===== src/rtl/operand_register_file.sv =====
// Eight-entry operand register file with a one-stage write-back register and a masked status latch.
// Optional macro WB_FORWARD_EN forwards the pending write-back value onto OprdA/OprdB.
module operand_register_file #(
    parameter int DW = 8,
    parameter int AW = 3
) (
    input  logic          Clk,
    input  logic          Reset,
    input  logic [AW-1:0] SA,
    input  logic [AW-1:0] SB,
    input  logic          MB,
    input  logic [DW-1:0] ConstIn,
    input  logic [AW-1:0] DA,
    input  logic          WE,
    input  logic [DW-1:0] FOut,
    input  logic          Z,
    input  logic          C,
    input  logic          V,
    input  logic          N,
    input  logic          D,
    input  logic [4:0]    FlagMask,
    output logic [DW-1:0] OprdA,
    output logic [DW-1:0] OprdB,
    output logic [4:0]    Status,
    output logic          WbPending
);
    localparam int NREG = 1 << AW;

    logic [DW-1:0] regs_q [NREG];
    logic [DW-1:0] regs_d [NREG];

    logic          wb_valid_q, wb_valid_d;
    logic [AW-1:0] wb_addr_q,  wb_addr_d;
    logic [DW-1:0] wb_data_q,  wb_data_d;
    logic [4:0]    status_q,   status_d;
    logic [4:0]    flags;

    assign flags = {D, N, V, C, Z};

    // Commit from the write-back stage; a new capture on the same edge is independent.
    generate
        for (genvar gi = 0; gi < NREG; gi++) begin : g_reg
            always_comb begin
                regs_d[gi] = regs_q[gi];
                if (wb_valid_q && (wb_addr_q == AW'(gi))) begin
                    regs_d[gi] = wb_data_q;
                end
            end

            always_ff @(posedge Clk) begin
                if (Reset) begin
                    regs_q[gi] <= '0;
                end else begin
                    regs_q[gi] <= regs_d[gi];
                end
            end
        end
    endgenerate

    always_comb begin
        wb_valid_d = WE;
        wb_addr_d  = wb_addr_q;
        wb_data_d  = wb_data_q;
        if (WE) begin
            wb_addr_d = DA;
            wb_data_d = FOut;
        end
        status_d = (status_q & ~FlagMask) | (flags & FlagMask);
    end

    // Address/data of the stage need no reset: they are only consumed while valid.
    always_ff @(posedge Clk) begin
        if (Reset) begin
            wb_valid_q <= 1'b0;
            status_q   <= 5'b00000;
        end else begin
            wb_valid_q <= wb_valid_d;
            status_q   <= status_d;
        end
        wb_addr_q <= wb_addr_d;
        wb_data_q <= wb_data_d;
    end

    always_comb begin
        OprdA = regs_q[SA];
        OprdB = MB ? ConstIn : regs_q[SB];
`ifdef WB_FORWARD_EN
        if (wb_valid_q && (SA == wb_addr_q)) begin
            OprdA = wb_data_q;
        end
        if (wb_valid_q && !MB && (SB == wb_addr_q)) begin
            OprdB = wb_data_q;
        end
`endif
    end

    assign Status    = status_q;
    assign WbPending = wb_valid_q;

endmodule


===== config.mk =====
export PLATFORM = sky130hd
export DESIGN_NAME = operand_register_file
export DESIGN_NICKNAME = d
export VERILOG_FILES = /design/src/rtl/operand_register_file.sv
export SDC_FILE = /design/constraint.sdc
export NUM_CORES = 1
export LEC_CHECK = 0
export CAP_MARGIN = 20
export CORE_MARGIN = 5
export CORE_UTILIZATION = 59
export DETAILED_ROUTE_END_ITERATION = 6
export PLACE_DENSITY_LB_ADDON = 0.08
export SKIP_CTS_REPAIR_TIMING = 1
export SLEW_MARGIN = 0
export SYNTH_ARGS = -nofsm -noshare
export SYNTH_HDL_FRONTEND = slang
export SYNTH_SLANG_ARGS = --single-unit
export TNS_END_PERCENT = 50

===== constraint.sdc =====
create_clock -name Clk -period 3.6 [get_ports Clk]
set_input_delay 0.9 -clock Clk [delete_from_list [all_inputs] [get_ports Clk]]
set_output_delay 0.9 -clock Clk [all_outputs]
set_load 0.05 [all_outputs]

==> key figures <==
Timing
  – Worst slew pin tran: 1.089 ns
  – Final hold viol count: 0
  – Slew HR: 26.61%
  – # setup viols final: 0
  – Slew Viols, Final: 0
  – Fin crit period: roughly 3.5 ns
  – Final worst slack: just over 0.09 ns
  – Final Cycle Share: between 90% and 100%
  – F_max: 285.1 MHz
  – Final hold slack: 0.5010 ns
  – Worst Skew: 0.01419 ns
  – Unrepaired setup endpoints after global routing: no

Synthesis
  – YS warnings: 0
  – Most frequent cell after synthesis: edfxtp_1
  – Cells after synthesis: between 200 and 300
  – Sequential element share of the synthesized area: a little under three fifths
  – Ys flop type: edfxtp_1
  – Synthesis-stage register bit count: 81
  – Post-synth design cell area: between 4000 and 5000 um2
  – Post-synth net total: about 330
  – Syn Area/Cell: about 15 um2
  – Post-synth top cells: edfxtp_1 (75), and2_1 (64), mux2_2 (24)
  – Post-synth ARST share: 0%
  – Share of the synthesized area in the top cell type: around 54%
  – Main area contributors after synthesis: edfxtp_1 (54%), and2_1 (9.6%), mux4_1 (9.5%)
  – Post-synth cell types: 26
  – EDFF count, synth: between 70 and 80
  – Area leader, netlist: edfxtp_1

Clock tree
  – H-tree Lvls: 3
  – Max Root-Sink Buffers: 2
  – Root Driver: clkbuf_8
  – CTS tree: built
  – Total CTS buffers: 9
  – Clk_lat worst skew: between 0.3 and 0.4 ns
  – Clock Sinks: 81
  – Reg clk slew, reported paths: 0.08 ns

Global routing
  – Initial antenna violation count: 0
  – First-pass GRT wire length: 15,460 um
  – Met3 Resource Use GR: between 4 and 5%
  – GRT Overall Usage: between 20% and 30%
  – Total grt overflow: 0
  – Top Usage Layer GRT: met2
  – Number of global-route vias before repair: between 2,000 and 3,000
  – Largest net degree at the start of global routing: 33
  – GR Util met2: about two fifths
  – GRT met1 Usage: 30.32%

Power and ir drop
  – Gate power share: 18.0%
  – Max VDD drop: roughly 320 uV
  – Clk pwr share: 31.8%
  – Power Dens Cells: roughly 440 nW/um2
  – Sequential power share: about 50%
  – Switching Share: between 20% and 30%
  – Int Pwr: approximately 1700 uW
  – Static Leak: between 0.0015 and 0.002 uW
  – Switching Power: about 610 uW

Layout
  – Multi-input logic area: about 1700 um2
  – Layout fillers: about 450
  – Register area: ~2400 um2
  – Antenna Cells: 0
  – # nets final: between 300 and 400
  – Synth-to-layout area growth: 25.05%
  – Fraction of layout cells with a size suffix above 1: roughly a fifth

Worst setup path
  – WS Path Type: input port to output port
  – WP data required: roughly 2.7 ns
  – Worst endpoint data arrival time: around 2.6 ns
  – CP Max Fanout: 32
  – Worst setup EP type: output port
  – Worst setup SP type: input port

Route
  – Initial DRC count: about 160
  – Final WL: 10,070 um
  – Final ANT Viol Nets: 0
  – Drt drc: 0
  – DR vias: ~2,800
  – Initial DRT Pass Iterations: 6
  – Routed WL per cell: about 22 um
  – Vias per cell: 6.042

Die
  – Starting Density: between 60% and 70%
  – Die area: about 8800 um2
  – Die X: ~94 um
  – Die H: 93.92 um
  – Top-level port count: 61
  – Num rows: 30
  – Core area: approximately 6800 um2

Hold path
  – Hold Crit Class: flop to flop

Outcome
  – Status: finished, final reports clean

Placement
  – DPL Wire Length: between 7000 and 8000 um
  – Setup WS pre-CTS: approximately 0.023 ns
  – Port buffer count: 60
  – RD Place Congestion: a little under 0.9

Flow run
  – Maxcap violations: 0
[worst max-delay path, cell delays in order]
cell,delay [ns]
clkdlybuf4s50_1,0.51
buf_12,0.23
mux2i_1,0.11
a22o_1,0.26
o31ai_1,0.39
buf_12,0.19
[final cells by class]
type	count	area share (%)
timing repair buffer	73	15.03
inverter	1	0.07224
clock inverter	6	1.758
sequential	81	45.65
multi-input combinational	190	32.80
clock buffer	9	2.384
tap	96	2.312
[sequential cells by signal, summed over array words and instances, names as in the netlist, named ones only]
signal / count
regs_q: 64
wb_data_q: 8
wb_addr_q: 3
WbPending: 1
[kinds of logic (layout without fill, tap and decap cells)]
kind of cell	count (synthesis)	count (layout)	share of synthesized area [%]
multiplexers	61	61	21.59
buffers and inverters	15	89	2.378
AND/OR/NAND/NOR	97	97	13.52
flip-flops	81	81	57.09
AO/OA/AOI/OAI	32	32	5.420
[routing by layer]
metal,part of all wire (%),up-vias
met5,0,-
met4,3.8,0
met3,7.7,21
met2,49,133
met1,40,1362
li1,-,1239
[worst paths after layout]
kind                           from                    endpoint  slack [ns]  cells past startpoint
max                           SB[0]                    OprdB[7]        0.09                      6
min                            flop                        flop        0.50                      2
max reg2reg  wb_addr_q[2]$_DFFE_PP_  regs_q[1][2]$_SDFFCE_PN0P_        1.65                      3
min reg2reg                    flop                        flop        0.50                      2
[power groups by stage]
stage                     registers, uW  clock network (uW)  logic [uW]
final                              1150                 725         412
after global routing               1150                 773         431
after CTS                          1140                 730         414
after detailed placement           1170                   0         412
after global placement             1160                   0         403
after floorplan                    1150                   0         239
[cells in the final DEF, fill, tap and decap left out, drive strengths merged]
cell type	n
a22o	8
and2	64
buf	29
bufinv	2
clkbuf	9
clkdlybuf4s50	43
clkinv	3
dfxtp	6
dlymetal6s2s	1
edfxtp	75
inv	2
mux2	24
mux2i	21
mux4	16
nand2	11
nand2b	4
nand3b	1
nor2	12
nor2b	2
nor3	2
o21ai	6
o22ai	8
o31ai	10
or3b	1
[per-stage QoR]
step | util (%) | cells | total power, uW | setup TNS, ns | cell area, um2
after floorplan | - | 286 | 1389 | -0.1572 | 4175
after global placement | 72.62 | 438 | 1564 | 0 | 4961
after detailed placement | 72.80 | 440 | 1577 | 0 | 4974
after CTS | 75.95 | 455 | 2288 | 0 | 5189
after global routing | 76.06 | 456 | 2356 | 0 | 5196
final | 76.06 | 456 | 2284 | 0 | 5196
No activity file was read; power rests on OpenSTA's default activity.
